### src/rtl/music_pkg.sv
// Shared types and field widths for the note record/playback path.
package music_pkg;

    localparam int unsigned NOTE_W = 4;
    localparam int unsigned OCT_W  = 2;

    typedef enum logic [2:0] {
        StIdle,
        StRec,
        StLoad,
        StSound,
        StGap
    } state_t;

    // Width of one buffer entry: {note, octave, duration}.
    function automatic int unsigned entry_width(input int unsigned dur_w);
        return NOTE_W + OCT_W + dur_w;
    endfunction

endpackage

### src/rtl/tick_prescaler.sv
// Free-running 0..TICK_DIV-1 counter with synchronous clear and a one-cycle tick.
module tick_prescaler #(
    parameter int unsigned TICK_DIV = 500000
) (
    input  logic clk,
    input  logic reset,
    input  logic clear,
    output logic tick
);

    localparam int unsigned CW = (TICK_DIV > 1) ? $clog2(TICK_DIV) : 1;

    logic [CW-1:0] cnt;

    // tick must not depend on clear: the FSM derives clear from tick.
    assign tick = (cnt == CW'(TICK_DIV - 1));

    always_ff @(posedge clk or negedge reset) begin
        if (!reset) begin
            cnt <= '0;
        end else if (clear || tick) begin
            cnt <= '0;
        end else begin
            cnt <= cnt + CW'(1);
        end
    end

endmodule

### src/rtl/note_sequencer.sv
// Records live key presses (note, octave, held ticks) and replays them with recorded timing;
// live notes pass through to the tone path whenever playback is not running.
module note_sequencer
    import music_pkg::*;
#(
    parameter int unsigned DEPTH     = 16,
    parameter int unsigned DUR_W     = 16,
    parameter int unsigned TICK_DIV  = 500000,
    parameter int unsigned GAP_TICKS = 2
) (
    input  logic                      clk,
    input  logic                      reset,
    input  logic [NOTE_W-1:0]         note_in,
    input  logic [OCT_W-1:0]          octave_in,
    input  logic                      key_down,
    input  logic                      record_en,
    input  logic                      play_start,
    input  logic                      play_stop,
    input  logic                      clear,
    output logic [NOTE_W-1:0]         note_out,
    output logic [OCT_W-1:0]          octave_out,
    output logic                      sound_on,
    output logic                      busy,
    output logic [$clog2(DEPTH):0]    count,
    output logic [$clog2(DEPTH)-1:0]  play_index,
    output logic                      full,
    output logic                      done
);

    localparam int unsigned AW = $clog2(DEPTH);
    localparam int unsigned CW = AW + 1;
    localparam int unsigned EW = entry_width(DUR_W);

    state_t            state;
    logic              key_q;
    logic [NOTE_W-1:0] rec_note;
    logic [OCT_W-1:0]  rec_oct;
    // Counts up while recording, counts down remaining ticks in SOUND and GAP.
    logic [DUR_W-1:0]  dur;

    logic [EW-1:0]     mem [DEPTH];
    logic [EW-1:0]     rd_q;
    logic [EW-1:0]     wr_entry;
    logic [AW-1:0]     rd_addr;

    logic key_rise, key_fall, tick, state_chg, last;
    logic go_clear, go_load, go_rec, rec_end, stop, sound_end, gap_end;

    assign key_rise = key_down & ~key_q;
    assign key_fall = ~key_down & key_q;
    assign full     = (count == CW'(DEPTH));
    assign busy     = (state == StLoad) || (state == StSound) || (state == StGap);
    assign last     = (({1'b0, play_index} + CW'(1)) >= count);
    assign wr_entry = {rec_note, rec_oct, (dur == '0) ? DUR_W'(1) : dur};

    always_comb begin
        go_clear  = 1'b0;
        go_load   = 1'b0;
        go_rec    = 1'b0;
        rec_end   = 1'b0;
        stop      = 1'b0;
        sound_end = 1'b0;
        gap_end   = 1'b0;
        unique case (state)
            StIdle: begin
                if (clear) begin
                    go_clear = 1'b1;
                end else if (play_start && count != '0) begin
                    go_load = 1'b1;
                end else if (key_rise && record_en && !full) begin
                    go_rec = 1'b1;
                end
            end
            StRec:   rec_end = key_fall;
            StLoad:  stop = play_stop;
            StSound: begin
                stop      = play_stop;
                sound_end = !play_stop && tick && (dur == DUR_W'(1));
            end
            StGap: begin
                stop    = play_stop;
                gap_end = !play_stop && tick && (dur == DUR_W'(1));
            end
            default: ;
        endcase
    end

    // Restarting the prescaler on every state change makes each duration exact.
    assign state_chg = go_load | go_rec | rec_end | stop | sound_end | gap_end |
                       (state == StLoad);

    // Address the next entry one cycle early so the read lands during LOAD.
    assign rd_addr = (gap_end && !last) ? play_index + AW'(1) : play_index;

    tick_prescaler #(
        .TICK_DIV (TICK_DIV)
    ) u_tick_prescaler (
        .clk   (clk),
        .reset (reset),
        .clear (state_chg),
        .tick  (tick)
    );

    always_ff @(posedge clk) begin
        if (rec_end) begin
            mem[count[AW-1:0]] <= wr_entry;
        end
        rd_q <= mem[rd_addr];
    end

    always_ff @(posedge clk or negedge reset) begin
        if (!reset) begin
            state      <= StIdle;
            key_q      <= 1'b0;
            rec_note   <= '0;
            rec_oct    <= '0;
            dur        <= '0;
            note_out   <= '0;
            octave_out <= '0;
            sound_on   <= 1'b0;
            count      <= '0;
            play_index <= '0;
            done       <= 1'b0;
        end else begin
            key_q <= key_down;
            done  <= 1'b0;
            unique case (state)
                StIdle: begin
                    note_out   <= note_in;
                    octave_out <= octave_in;
                    sound_on   <= key_down;
                    if (go_clear) begin
                        count <= '0;
                    end else if (go_load) begin
                        state    <= StLoad;
                        sound_on <= 1'b0;
                    end else if (go_rec) begin
                        state    <= StRec;
                        rec_note <= note_in;
                        rec_oct  <= octave_in;
                        dur      <= '0;
                    end
                end
                StRec: begin
                    note_out   <= note_in;
                    octave_out <= octave_in;
                    sound_on   <= key_down;
                    if (rec_end) begin
                        state <= StIdle;
                        count <= count + CW'(1);
                    end else if (tick && dur != '1) begin
                        dur <= dur + DUR_W'(1);
                    end
                end
                StLoad: begin
                    if (stop) begin
                        state      <= StIdle;
                        sound_on   <= 1'b0;
                        play_index <= '0;
                    end else begin
                        state      <= StSound;
                        note_out   <= rd_q[EW-1 -: NOTE_W];
                        octave_out <= rd_q[DUR_W +: OCT_W];
                        dur        <= rd_q[DUR_W-1:0];
                        sound_on   <= 1'b1;
                    end
                end
                StSound: begin
                    if (stop) begin
                        state      <= StIdle;
                        sound_on   <= 1'b0;
                        play_index <= '0;
                    end else if (sound_end) begin
                        state    <= StGap;
                        sound_on <= 1'b0;
                        dur      <= DUR_W'(GAP_TICKS);
                    end else if (tick) begin
                        dur <= dur - DUR_W'(1);
                    end
                end
                StGap: begin
                    if (stop) begin
                        state      <= StIdle;
                        sound_on   <= 1'b0;
                        play_index <= '0;
                    end else if (gap_end) begin
                        if (last) begin
                            state      <= StIdle;
                            play_index <= '0;
                            done       <= 1'b1;
                        end else begin
                            state      <= StLoad;
                            play_index <= play_index + AW'(1);
                        end
                    end else if (tick) begin
                        dur <= dur - DUR_W'(1);
                    end
                end
                default: state <= StIdle;
            endcase
        end
    end

endmodule

### config.mk
export PLATFORM = sky130hd
export DESIGN_NAME = note_sequencer
export DESIGN_NICKNAME = d
export VERILOG_FILES = /design/src/rtl/music_pkg.sv /design/src/rtl/tick_prescaler.sv /design/src/rtl/note_sequencer.sv
export SDC_FILE = /design/constraint.sdc
export NUM_CORES = 1
export LEC_CHECK = 0
export CAP_MARGIN = 40
export CORE_ASPECT_RATIO = 0.5
export CORE_MARGIN = 3
export CORE_UTILIZATION = 35
export DETAILED_ROUTE_END_ITERATION = 7
export SETUP_SLACK_MARGIN = 0.02
export SLEW_MARGIN = 20
export SYNTH_ARGS = -nofsm -noshare
export SYNTH_HDL_FRONTEND = slang
export SYNTH_SLANG_ARGS = --single-unit
### constraint.sdc
create_clock -name clk -period 6.7 [get_ports clk]
set_input_delay 2.01 -clock clk [delete_from_list [all_inputs] [get_ports clk]]
set_output_delay 2.01 -clock clk [all_outputs]
set_load 0.02 [all_outputs]
==> results of run 1 <==
## power breakdown
group / total [mW] / internal [mW] / switching [mW]
clock: 2.50 / 1.48 / 1.02
combinational: 0.479 / 0.169 / 0.310
sequential: 3.28 / 3.12 / 0.163
## worst paths after layout
check	from	to	cells past startpoint
hold / removal	note_out[2]	note_out[2]	2
min in group asynchronous	reset	octave_out[0]	2
setup / recovery	play_index[1]	play_index[1]	4
setup reg to reg	play_index[0]	rd_q[3]	11
hold reg to reg	note_out[2]	note_out[2]	2
max in group asynchronous	reset	play_index[0]	3
## layout by cell type (no fill, tap or decap), types with 14 or more instances in the layout
master,n
edfxtp_1,352
mux4_2,169
dfrtp_1,60
clkdlybuf4s50_1,30
ha_1,14
a21oi_1,47
nand2_1,146
xnor2_1,18
clkbuf_16,45
dfxtp_1,22
o21ai_0,28
a211o_1,24
nand3_1,25
mux2i_1,56
o22ai_1,34
nor3_1,16
buf_4,28
inv_1,29
nor2_1,55
## flip-flops by register name, indices dropped and copies added (netlist names)
name,cells
dur,16
u_tick_prescaler.cnt,19
mem,352
key_q,1
note_out,4
play_index,4
rec_oct,2
octave_out,2
done,1
rd_q,22
rec_note,4
sound_on,1
state,3
count,5
## worst max-delay path: cells and delay by family (launching register included)
family | cells | cell delay, ns
buf+inv | 4 | 1.95
flops | 1 | 0.43
## synthesized netlist by cell type, drive strengths merged (12+ instances only)
master,instances
dfxtp,22
nor3,22
mux2i,57
ha,15
a21oi,48
nand2,147
clkbuf,67
and2,13
o22ai,34
a211o,24
edfxtp,352
dfrtp,62
o21ai,34
inv,29
nor2,61
nand3,25
xor2,12
xnor2,18
buf,41
mux4,169
and3,12
## area by class of cell
cell class	instances	area share, %
tap	800	4.18
sequential	436	52.5
clock inverter	14	0.731
multi-input combinational	814	33.2
inverter	29	0.454
timing repair buffer	74	3.51
clock buffer	67	5.50
## cells by family after synthesis
kind of cell / synth area share (%)
AO/OA/AOI/OAI: 6.15
XOR/XNOR: 1.25
adder cells (fa/ha/maj): 0.895
buffers and inverters: 2.69
flip-flops: 59.9
multiplexers: 21.5
AND/OR/NAND/NOR: 7.67
## stage by stage
stage          hold WS, ns  power (mW)
3_3_place_gp         0.466        3.80
2_1_floorplan        0.448        3.59
5_1_grt              0.521        6.50
6_report             0.488        6.26
4_1_cts              0.492        6.31
3_5_place_dp         0.478        3.81
## metal layers
metal  global-route usage, %  vias to the layer above  part of all wire (%)
li1                        -                     5517                     -
met1                    22.8                     6511                    44
met4                    4.10                        0                   2.1
met5                       0                        -                     0
met2                    27.2                      431                    47
met3                    3.26                       72                   7.1
==> summary.md, run 1 <==
| Metric | Value |
|---|---|
| Sequential share of the synthesized area | 59.9% |
| Type of origin of the critical path | register |
| Max frequency | 201 MHz |
| Status | finished clean |
| Hold_buf cts | 0 |
| Diode count | 0 |
| First-pass GRT wire length | 79200 um |
| Synth Cell Area | 21000 um2 |
| Utilization after layout | 41.1% |
| Leakage power | 7.66 nW |
| Worst EP arrival | 2.96 ns |
| Yosys Warn Count | 0 |
| Worst Skew | 0.0212 ns |
| PD cells | 261 nW/um2 |
| Layout Nets | 1427 |
| Flop2flop setup slack | 2.20 ns |
| Cells after Synth | 1387 |
| Post-CTS setup repair buffer count | 0 |
| Die Ht | 179 um |
| Number of enable flip-flop cells after synthesis | 352 |
| Vias in the first global route | 12200 |
| Die Width | 352 um |
| Area Overhead vs Synth | 14.2% |
| CTS clk-pin slew, worst paths | 0.06 ns |
| Cell mode on critical path | buf_4 |
| Post-DP Area | 22400 um2 |
| IO Port Bufs | 31 |
| Register Area | 12600 um2 |
| Worst IR Drop VDD | 0.000152 V |
| Initial antenna violation count | 0 |
| Post-cts sizing count | 0 |
| Hold crit path type | reg2reg |
| Final hold vios | 0 |
| Post-synthesis async set-or-reset flop share | 14.2% |
| Final slew viol count | 0 |
| Area leader, netlist | edfxtp_1 |
| Fillers | 5336 |
| Global route total overflow | 0 |
| Dominant synthesized flop cell | edfxtp_1 |
| Crit-path cells | buf_4 > buf_12 > buf_4 > clkdlybuf4s50_1 |
| CP required | 4.69 ns |
| Synth area leaders | edfxtp_1, mux4_2, dfrtp_1 |
| Final min period | 4.97 ns |
| Drt first pass iters | 5 |
| DR WL/cell | 23.5 um |
| Post-route ant nets | 0 |
| Crit path max-delay cell type | clkdlybuf4s50_1 |
| DR vias | 12500 |
| Cells after DPL | 2152 |
| Syn_area_per_cell | 15.1 um2 |
| Yosys reg bits | 436 |
| Total GRT Usage | 16.6% |
| Post-route cell area | 24000 um2 |
| Cell row count | 62 |
| Sum Neg Setup Slack | 0 ns |
| Dpl hpwl | 31400 um |
| Number of vias per cell | 5.61 |
| Max Cap Viol | 0 |
| Initial Util | 36.0% |
| Crit path kind | reg2out |
| Largest net degree at the start of global routing | 68 |
| CTS tree | done |
| Drt initial violations | 1148 |
| Synthesized net count | 1415 |
| CTS sink cnt | 436 |
| Synth unique cells | 66 |
| Clock Tree Root | clkbuf_16 |
| Worst path max stage delay | 0.71 ns |
| H-tree depth | 2 |
| Max Buffers Root-to-Sink | 3 |
| Final period util | 74.2% |
| Place WS | 1.33 ns |
| Core area | 58300 um2 |
| Gpl congestion | 0.857 |
| CP endpoint kind | output port |
| Post-Route WL | 52400 um |
| Die area | 63100 um2 |
| Slack of the critical path | 1.73 ns |
| RSZ-0062 raised after global routing | no |
| Layout cells sized above 1 | 22.2% |
| Slew at the pin with the worst max-slew slack | 0.800 ns |
| Final setup vio count | 0 |
| Clock latency on the worst-skew pair | 0.57 ns |
| Synth top area share | 50.4% |
| Crit Path Max Fanout | 31 |
| Multi-input logic area | 7950 um2 |
| Post-Layout Cell Count | 2234 |
| CTS Buf Count | 44 |
| I/O pins | 32 |
| Slew margin rel. | 46.1% |
| Post-route DRC | 0 |
Power figures use the tool's default switching activity.
==> run 2, diff against run 1 <==
- clock period: 6.7 -> 4.6 ns (I/O delays scaled with it)
==> summary.md, run 2 (synthesized netlist as in run 1, its figures left out) <==
| Metric | Value |
|---|---|
| Status | finished clean |
| Gpl congestion | 0.860 (+0.29%) |
| Number of vias per cell | 5.62 (+0.17%) |
| Drt initial violations | 1200 (+4.5%) |
| IO Port Bufs | 31 (unchanged) |
| Global route total overflow | 0 (unchanged) |
| Max Buffers Root-to-Sink | 3 (unchanged) |
| Largest net degree at the start of global routing | 140 (+110%) |
| I/O pins | 32 (unchanged) |
| Leakage power | 7.73 nW (+0.92%) |
| Post-route DRC | 0 (unchanged) |
| Number of flip-flops in the largest register | 352 (unchanged) |
| Max frequency | 248 MHz |
| Post-route ant nets | 0 (unchanged) |
| Dpl hpwl | 31500 um (+0.13%) |
| Die area | 63100 um2 (unchanged) |
| First-pass GRT wire length | 78900 um (-0.37%) |
| Slew margin rel. | 38.2% (-7.9 points) |
| Most common cell after layout, fill and taps aside | edfxtp_1 |
| CTS Buf Count | 44 (unchanged) |
| Type of origin of the critical path | register |
| Final min period | 4.03 ns |
| Worst IR Drop VDD | 0.000203 V (+34%) |
| Slack of the critical path | 0.568 ns (-1.16 ns) |
| Initial antenna violation count | 1 (+1) |
| Worst EP arrival | 4.47 ns (+1.51 ns) |
| Commonest cells after routing, fill and taps aside | edfxtp_1, mux4_2, nand2_1 |
| CTS tree | done |
| Register Area | 12600 um2 (unchanged) |
| Hold_buf cts | 0 (unchanged) |
| CTS sink cnt | 436 (unchanged) |
| CP required | 5.04 ns (+0.35 ns) |
| Total GRT Usage | 16.4% (-0.16 points) |
| Final slew viol count | 0 (unchanged) |
| Fillers | 5281 (-1.0%) |
| Drt first pass iters | 5 (unchanged) |
| H-tree depth | 2 (unchanged) |
| Die Ht | 179 um (unchanged) |
| Final hold vios | 0 (unchanged) |
| Area Overhead vs Synth | 14.6% |
| Clock Tree Root | clkbuf_16 |
| Post-CTS setup repair buffer count | 0 (unchanged) |
| DR WL/cell | 23.0 um (-1.8%) |
| Final period util | 87.6% |
| Post-Route WL | 51800 um (-1.2%) |
| Place WS | 0.356 ns (-0.978 ns) |
| Clock latency on the worst-skew pair | 0.56 ns (about the same) |
| Worst path max stage delay | 0.64 ns (-0.07 ns) |
| Slew at the pin with the worst max-slew slack | 0.927 ns (+0.127 ns) |
| Crit-path cells | ha_4 > xor2_1 > ha_1 > a211oi_1 > nor2_1 > or4_1 > nor3_2 > buf_12 > o21ai_1 > a21o_1 > buf_12 > a211o_1 |
| Crit Path Max Fanout | 51 (+65%) |
| Die Width | 352 um (unchanged) |
| Worst Skew | 0.0171 ns (-0.00413 ns) |
| Post-cts sizing count | 0 (unchanged) |
| PD cells | 383 nW/um2 (+47%) |
| Layout Nets | 1440 (+0.91%) |
| CTS clk-pin slew, worst paths | 0.06 ns (about the same) |
| Layout cells sized above 1 | 22.9% (+0.75 points) |
| Crit path max-delay cell type | or4_1 |
| RSZ-0062 raised after global routing | no |
| Vias in the first global route | 12500 (+2.7%) |
| Sum Neg Setup Slack | 0 ns (unchanged) |
| Crit path kind | reg2reg |
| Diode count | 0 (unchanged) |
| Core area | 58300 um2 (unchanged) |
| Multi-input logic area | 7950 um2 (unchanged) |
| Cell mode on critical path | buf_12 |
| Final setup vio count | 0 (unchanged) |
| Cell row count | 62 (unchanged) |
| Max Cap Viol | 0 (unchanged) |
| DR vias | 12600 (+0.80%) |
| Initial Util | 36.0% (unchanged) |
| CP endpoint kind | register |
| Hold crit path type | reg2reg |
## run 2: layout make-up
class | instances | area share, %
flip-flops and latches | 436 | 52.3
multi-input cells | 814 | 33.1
clock buffers | 52 | 4.79
well taps | 800 | 4.16
repair buffers | 87 | 3.71
clock inverters | 30 | 1.50
inverters | 29 | 0.453
## run 2: worst paths after layout
check / from / slack (ns) / endpoint / cells after the start
min in group asynchronous: reset / 0.84 / octave_out[0] / 1
worst max register to register: play_index[0] / 0.57 / rd_q[9] / 12
max in group asynchronous: reset / 3.02 / done / 2
worst min-delay path: note_out[2] / 0.48 / note_out[2] / 2
worst min register to register: note_out[2] / 0.48 / note_out[2] / 2
worst max-delay path: play_index[0] / 0.57 / rd_q[9] / 12
## run 2: critical path, delay by kind of cell (launching register included)
family,cells,cell delay (ns)
buffers and inverters,2,0.60
XOR/XNOR,1,0.26
flip-flops,1,0.51
AO/OA/AOI/OAI,4,0.93
AND/OR/NAND/NOR,3,1.07
adder cells (fa/ha/maj),2,0.50
## run 2: where the power goes
group          internal [mW]  total, mW  switching [mW]  leakage [nW]
registers               4.54       4.76           0.218          4.24
clock network           2.20       3.72            1.52         0.742
logic                  0.249      0.728           0.479          2.75
total                   7.00       9.21            2.22          7.73
## run 2: metrics by stage
step / hold WS, ns / cells / utilization (%) / cell area [um2] / power, mW
final: 0.482 / 2248 / 41.2 / 24000 / 9.21
after global routing: 0.506 / 2248 / 41.2 / 24000 / 9.57
after CTS: 0.486 / 2248 / 41.2 / 24000 / 9.30
after detailed placement: 0.471 / 2166 / 38.6 / 22500 / 5.57
after global placement: 0.464 / 2162 / 38.5 / 22400 / 5.55
after floorplan: 0.448 / 1387 / - / 21000 / 5.23
## run 2: per-layer routing
layer | wire length (um) | GRT usage, % | part of all wire [%] | vias to the layer above
met3 | 3280 | 2.85 | 6.3 | 81
met5 | 0 | 0 | 0 | -
li1 | - | - | - | 5550
met4 | 1300 | 4.45 | 2.5 | 0
met2 | 23800 | 26.5 | 46 | 366
met1 | 23400 | 23.1 | 45 | 6634
